==> src/rtl/bcla_add_pipe.sv <==
// Pipelined block-carry-lookahead add/sub; WIDTH split into STAGES segments of 4-bit CLA groups.
// Latency STAGES cycles; valid/ready per stage, bubbles collapse, stalled stages hold their registers.
// Optional BCLA_ADD_PIPE_SAT_EN: saturate sum to the signed extreme on overflow (last stage, no added latency).
module bcla_add_pipe #(
  parameter int WIDTH  = 32,
  parameter int STAGES = 2
) (
  input  logic             clk,
  input  logic             rst,
  input  logic             in_valid,
  output logic             in_ready,
  input  logic [WIDTH-1:0] a,
  input  logic [WIDTH-1:0] b,
  input  logic             c_in,
  input  logic             sub,
  output logic             out_valid,
  input  logic             out_ready,
  output logic [WIDTH-1:0] sum,
  output logic             c_out,
  output logic             ovf
);

  localparam int SEG  = WIDTH / STAGES;
  localparam int NG   = SEG / 4;
  localparam int LAST = STAGES - 1;

  // Returns {carry into segment MSB, carry out of segment, segment sum}.
  // Every carry is a flat sum of generate/propagate products; nothing ripples between groups.
  function automatic logic [SEG+1:0] seg_add(input logic [SEG-1:0] x,
                                             input logic [SEG-1:0] y,
                                             input logic           c0);
    logic [SEG-1:0] g, p, s;
    logic [NG-1:0]  gg, gp;
    logic [NG:0]    gc;
    logic           acc, prod, c_msb;
    g     = x & y;
    p     = x ^ y;
    s     = '0;
    gg    = '0;
    gp    = '0;
    gc    = '0;
    c_msb = 1'b0;
    for (int j = 0; j < NG; j++) begin
      acc  = 1'b0;
      prod = 1'b1;
      for (int m = 3; m >= 0; m--) begin
        acc  = acc | (prod & g[4*j+m]);
        prod = prod & p[4*j+m];
      end
      gg[j] = acc;
      gp[j] = prod;
    end
    gc[0] = c0;
    for (int j = 0; j < NG; j++) begin
      acc  = 1'b0;
      prod = 1'b1;
      for (int i = j; i >= 0; i--) begin
        acc  = acc | (prod & gg[i]);
        prod = prod & gp[i];
      end
      gc[j+1] = acc | (prod & c0);
    end
    for (int j = 0; j < NG; j++) begin
      for (int i = 0; i < 4; i++) begin
        acc  = 1'b0;
        prod = 1'b1;
        for (int m = i - 1; m >= 0; m--) begin
          acc  = acc | (prod & g[4*j+m]);
          prod = prod & p[4*j+m];
        end
        acc        = acc | (prod & gc[j]);
        s[4*j+i]   = p[4*j+i] ^ acc;
        if ((j == NG - 1) && (i == 3)) c_msb = acc;
      end
    end
    return {c_msb, gc[NG], s};
  endfunction

  logic [WIDTH-1:0]  a_q [STAGES];
  logic [WIDTH-1:0]  b_q [STAGES];
  logic [WIDTH-1:0]  s_q [STAGES];
  logic [STAGES-1:0] v_q;
  logic [STAGES-1:0] c_q;
  logic              ovf_q;

  logic [WIDTH-1:0]  a_x [STAGES];
  logic [WIDTH-1:0]  b_x [STAGES];
  logic [WIDTH-1:0]  s_x [STAGES];
  logic [WIDTH-1:0]  s_n [STAGES];
  logic [STAGES-1:0] c_x, v_x, c_n;
  logic [STAGES-1:0] ld;
  logic              ovf_n;

  // A stage may load unless it and every stage downstream of it is full while the sink stalls.
  always_comb begin : load_ctrl
    logic full;
    full = 1'b1;
    ld   = '0;
    for (int k = LAST; k >= 0; k--) begin
      full  = full & v_q[k];
      ld[k] = out_ready | ~full;
    end
  end

  always_comb begin : datapath
    logic [SEG+1:0] r;
    r     = '0;
    c_x   = '0;
    v_x   = '0;
    c_n   = '0;
    ovf_n = 1'b0;
    a_x[0] = a;
    b_x[0] = sub ? ~b : b;
    c_x[0] = sub | c_in;
    s_x[0] = '0;
    v_x[0] = in_valid;
    for (int k = 1; k < STAGES; k++) begin
      a_x[k] = a_q[k-1];
      b_x[k] = b_q[k-1];
      c_x[k] = c_q[k-1];
      s_x[k] = s_q[k-1];
      v_x[k] = v_q[k-1];
    end
    for (int k = 0; k < STAGES; k++) begin
      r                      = seg_add(a_x[k][k*SEG +: SEG], b_x[k][k*SEG +: SEG], c_x[k]);
      s_n[k]                 = s_x[k];
      s_n[k][k*SEG +: SEG]   = r[SEG-1:0];
      c_n[k]                 = r[SEG];
    end
    // r still holds the last segment here.
    ovf_n = r[SEG+1] ^ r[SEG];
`ifdef BCLA_ADD_PIPE_SAT_EN
    if (ovf_n) begin
      s_n[LAST] = a_x[LAST][WIDTH-1] ? {1'b1, {(WIDTH-1){1'b0}}} : {1'b0, {(WIDTH-1){1'b1}}};
    end
`endif
  end

  always_ff @(posedge clk) begin
    if (rst) begin
      v_q   <= '0;
      c_q   <= '0;
      ovf_q <= 1'b0;
      for (int k = 0; k < STAGES; k++) begin
        a_q[k] <= '0;
        b_q[k] <= '0;
        s_q[k] <= '0;
      end
    end else begin
      for (int k = 0; k < STAGES; k++) begin
        if (ld[k]) begin
          v_q[k] <= v_x[k];
          a_q[k] <= a_x[k];
          b_q[k] <= b_x[k];
          s_q[k] <= s_n[k];
          c_q[k] <= c_n[k];
        end
      end
      if (ld[LAST]) ovf_q <= ovf_n;
    end
  end

  assign in_ready  = ld[0];
  assign out_valid = v_q[LAST];
  assign sum       = s_q[LAST];
  assign c_out     = c_q[LAST];
  assign ovf       = ovf_q;

endmodule

==> config.mk <==
export PLATFORM = sky130hd
export DESIGN_NAME = bcla_add_pipe
export DESIGN_NICKNAME = d
export VERILOG_FILES = /design/src/rtl/bcla_add_pipe.sv
export SDC_FILE = /design/constraint.sdc
export NUM_CORES = 1
export LEC_CHECK = 0
export CORE_MARGIN = 3
export CORE_UTILIZATION = 35
export CTS_CLUSTER_DIAMETER = 80
export DETAILED_ROUTE_END_ITERATION = 7
export HOLD_SLACK_MARGIN = 0.15
export PLACE_DENSITY_LB_ADDON = 0.25
export SLEW_MARGIN = 10
export SYNTH_ARGS = -nofsm -noshare
export SYNTH_HDL_FRONTEND = slang
export SYNTH_SLANG_ARGS = --single-unit
==> constraint.sdc <==
create_clock -name clk -period 3.7 [get_ports clk]
set_input_delay 0.74 -clock clk [delete_from_list [all_inputs] [get_ports clk]]
set_output_delay 0.74 -clock clk [all_outputs]
set_load 0.005 [all_outputs]
=== Yosys cells after proc, flatten, opt, wreduce, memory -nomap -nowiden ===
Memories as Yosys holds them, arrays and structs flattened.
Index checks and enable logic that the tools add are counted.

* Register bits: 5
* RAM bits: 192
* Input bits: 70
* Output and inout bits: 36
* Word-level logic and storage cells: 317
* Memories: 3

{| class="wikitable"
|+ Memory list
! memory !! words !! bits a word !! read ports !! clocked after Yosys merged registers in !! write ports !! RTL line !! RTL
|-
| a_q || 2 || 32 || 1 || 0 || 2 || 79 || <nowiki>logic [WIDTH-1:0] a_q [STAGES];</nowiki>
|-
| b_q || 2 || 32 || 1 || 0 || 2 || 80 || <nowiki>logic [WIDTH-1:0] b_q [STAGES];</nowiki>
|-
| s_q || 2 || 32 || 2 || 0 || 2 || 81 || <nowiki>logic [WIDTH-1:0] s_q [STAGES];</nowiki>
|}

* Muxes and demuxes: 15
* Bitwise gates (word level): 294

{| class="wikitable"
|+ Operators with widths
! cell !! count
|-
| 2-to-1 mux 32 bit || 7
|-
| AND 1 bit || 153
|-
| OR 1 bit || 101
|-
| bitwise XOR 1 bit || 33
|-
| AND 16 bit || 2
|-
| inverter 32 bit || 1
|-
| bitwise XOR 16 bit || 2
|-
| 2-to-1 mux 1 bit || 8
|-
| inverter 1 bit || 2
|}

=== Longest topological paths before layout ===
* Word-level depth: 15
* Mapped depth: 12
* Mapped depth without buffers: 10

=== Worst setup path before layout ===
No wires, ideal clock.

* Kind: input to register
* Start point: in sub
* End point: mem s_q[0][13] (data pin)
* Library setup time: 257 ps
* Arrival time: 3202 ps
* Required time: 3443 ps
* Setup slack: 242 ps
* Stages on the path: 12
* Buffers on the path: 2
* Cells stage by stage: buf_4 clkbuf_1 xor2_1 ha_1 o21a_1 o2bb2ai_2 o211a_1 nand2_1 a21o_1 fa_1 xnor2_1 nor2_1

{| class="wikitable"
|+ RTL lines
! element !! RTL line !! RTL
|-
| start, declared || 15 || <nowiki>input logic sub,</nowiki>
|-
| end, declared || 81 ||
|}

==> impl_results.md <==
- Max Cap Violations: 0
- Launch point of the worst reg-to-reg path: a_q[0][17]$_SDFFCE_PN0P_
- Hold WC Path Type: reg -> reg
- Outcome: completed
- Sink Count: between 80 and 90
- Max VDD drop: between 0.15 and 0.2 mV
- Top achievable clock speed: 318 MHz
- Worst setup SP type: input pin
- Rel. slew slack: around 37%
- Required @ worst endpoint: around 3700 ps
- Flop2flop setup slack: approximately 900 ps
- IO Count: roughly 110
- Crit Reg-Reg Endpoint: s_q[0][61]$_SDFFCE_PN0P_
- Final Instance Area: around 6300 um2
- Drt first pass iters: 4
- Post-route minimum period: 3150 ps
- Core area: between 10000 and 15000 um2
- Post-synthesis compound-gate area fraction: under 10%
- Share of cells above drive strength 1: under 10%
- GPL Wtd Cong: between 0.7 and 0.8
- Simple-gate portion of the synthesized area: between 10 and 15%
- FF-to-FF path depth: 10
- Final hold vios: 0
- Post-Syn Instances: 399
- Mux share of post-synthesis cell area: less than 1%
- Critical Path Fanout Max: 4
- Detailed Route WL: approximately 9.8 mm
- Most common cell after layout, fill and taps aside: clkdlybuf4s50_1
- CTS Buf Count: 9
- Post-Place Cell Area: roughly 6000 um2
- Clk Latency, worst-skew pair: between 300 and 400 ps
- Final #Nets: around 600
- Filler cells: 1201
- Vias post-DR: between 3000 and 4000
- Post-synth ARST share: 0%
- Vias/cell: around 4.7
- EDFF count, synth: 80
- Worst Setup End Kind: register
- Worst-case clock buffer depth: 2
- Port Buffers: between 100 and 150
- Final setup viols: 0
- P per Cell Area: approximately 400 nW/um2
- CTS tree: built
- Max-slew violations: 0
- Root Buffer: clkbuf_16
- Multi-input logic area: 2100 um2
- Final period util: between 80% and 90%
- Reg clk slew, reported paths: around 60 ps
- Post-CTS resize count: 0
- Hold_sp: v_q[0]$_SDFFE_PP0N_
- Starting Density: between 30% and 40%
- Num rows: between 40 and 50
- Synth Cell Area: about 4700 um2
- Antenna diode count: 0
- CTS H-Tree Depth: 3
- GRT Overall Usage: 13.7%
- Hpwl dp: ~7.5 mm
- DR DRC count: 0
- Global-route wire length before repair: ~16 mm
- Synth warnings: 0
- Largest family of logic cells by synthesized area: simple AND/OR/NAND/NOR gates
- Hold endpoint: v_q[1]$_SDFFE_PP0N_
- DR WL/cell: around 14 um
- Postcts setup bufs: 0
- Pleak: between 2 and 3 nW
- Syn Area/Cell: around 12 um2
- Most frequent cells in the layout: 104 x clkdlybuf4s50_1, 80 x edfxtp_1, 54 x nor2_1
- Cts hold-fix bufs: 0
- Sequential cell area: 2500 um2
- RSZ-0062 raised after global routing: no
- Xor and xnor fraction of the mapped netlist area: 8.51%
- Skew final: around 3.1 ps
- Largest net degree at the start of global routing: 43
- Crit Path Class: in -> reg
- Actual slew at the worst max-slew pin: between 900 and 1000 ps
- CP Data Arrival Time: between 3000 and 4000 ps
- Congestion Overflow GR: 0
- Vias in the first global route: ~3200
- Hold Crit Depth: 2
- Area growth from synthesis to layout: 32.5%
- Netlist cell types: 50
- Die area: approximately 15000 um2
- Die width: approximately 120 um
- Initial antenna violation count: 0
- Sum Neg Setup Slack: 0 ps
- Most used DFF post-synth: edfxtp_1
- Iter 0 DRT Violations: 122
- Synth Area in Adders: 11.8%
- Sequential area share after synthesis: ~53%
- Final ANT Viol Nets: 0
- Syn nets: between 500 and 600
- Seq cells post-synth: 85
- Die Ht: between 100 and 150 um
power breakdown:
group | switching [mW] | internal, mW
clock | 0.338 | 0.446
combinational | 0.256 | 0.317
sequential | 0.0307 | 1.18
stage by stage:
stage	hold slack, ps	utilization, %	total power [mW]	std cells	setup WS (ps)
after detailed placement	451	46.5	1.81	669	179
final	463	48.5	2.56	685	552
after global placement	446	46.5	1.79	669	231
after floorplan	432	-	1.55	399	242
after CTS	469	48.5	2.60	685	541
after global routing	505	48.5	2.70	685	382
synth_stat cells (2+ instances only):
| cell type | number | area share, % |
|---|---|---|
| a21boi_1 | 2 | 0.32 |
| nand2b_1 | 6 | 0.79 |
| a311oi_1 | 2 | 0.37 |
| or3_1 | 3 | 0.40 |
| o21a_1 | 4 | 0.63 |
| buf_2 | 4 | 0.42 |
| a21o_1 | 10 | 1.6 |
| nor3_1 | 6 | 0.63 |
| fa_1 | 8 | 3.4 |
| o21ai_1 | 5 | 0.53 |
| a211oi_1 | 4 | 0.63 |
| ha_1 | 32 | 8.5 |
| nor2_1 | 55 | 4.4 |
| nand2_1 | 10 | 0.79 |
| a31oi_1 | 2 | 0.26 |
| a211oi_2 | 3 | 0.79 |
| inv_1 | 17 | 1.3 |
| xnor2_1 | 22 | 4.1 |
| mux2i_1 | 3 | 0.63 |
| inv_2 | 2 | 0.16 |
| a21oi_1 | 14 | 1.5 |
| clkbuf_1 | 9 | 0.71 |
| or2_1 | 2 | 0.26 |
| xor2_1 | 24 | 4.4 |
| edfxtp_1 | 80 | 51 |
| nor3b_1 | 4 | 0.63 |
| and2_1 | 36 | 4.8 |
| dfxtp_1 | 5 | 2.1 |
| o21ai_0 | 4 | 0.42 |
worst max path at each step:
| stage | start | to | depth (start not counted) | slack, ps |
|---|---|---|---|---|
| 3_5_place_dp | b[1] | s_q[0][13]$_SDFFCE_PN0P_ | 11 | 180 |
| 3_3_place_gp | b[1] | s_q[0][13]$_SDFFCE_PN0P_ | 11 | 230 |
| 5_1_grt | b[1] | s_q[0][13]$_SDFFCE_PN0P_ | 11 | 380 |
| 6_report | b[1] | s_q[0][13]$_SDFFCE_PN0P_ | 11 | 550 |
| 2_1_floorplan | sub | s_q[0][13]$_SDFFCE_PN0P_ | 12 | 240 |
| 4_1_cts | b[1] | s_q[0][13]$_SDFFCE_PN0P_ | 11 | 540 |
worst max-delay path, cell delays in order:
cell	delay [ps]
clkdlybuf4s50_1	470
xor2_1	150
ha_1	280
o21a_1	200
o2bb2ai_2	200
o211a_1	260
nand2_1	90
a21o_1	200
fa_1	400
xnor2_1	160
nor2_1	60
flip-flops by register name, indices dropped and copies added (netlist names):
| register | count |
|---|---|
| b_q | 16 |
| a_q | 16 |
| v_q | 2 |
| s_q | 48 |
| c_q | 2 |
| ovf | 1 |
area by class of cell:
cell class,instances,share of cell area (%)
well taps,172,3.43
flip-flops and latches,85,39.9
multi-input cells,280,33.6
clock buffers,10,3.65
clock inverters,6,0.479
inverters,19,1.14
repair buffers,113,17.8
kinds of logic (layout without fill, tap and decap cells):
| group | after synthesis | in the layout |
|---|---|---|
| AND/OR/NAND/NOR | 128 | 128 |
| flip-flops | 85 | 85 |
| AO/OA/AOI/OAI | 63 | 63 |
| XOR/XNOR | 46 | 46 |
| adder cells (fa/ha/maj) | 40 | 40 |
| buffers and inverters | 34 | 148 |
| multiplexers | 3 | 3 |
routing by layer:
layer	up-vias	GRT usage (%)	part of all wire, %
met2	81	23.7	51
met3	14	1.84	4.2
met5	-	0	0
met4	0	6.65	2.3
met1	1488	16.9	43
li1	1620	-	-
(Power assumes the default switching activity.)
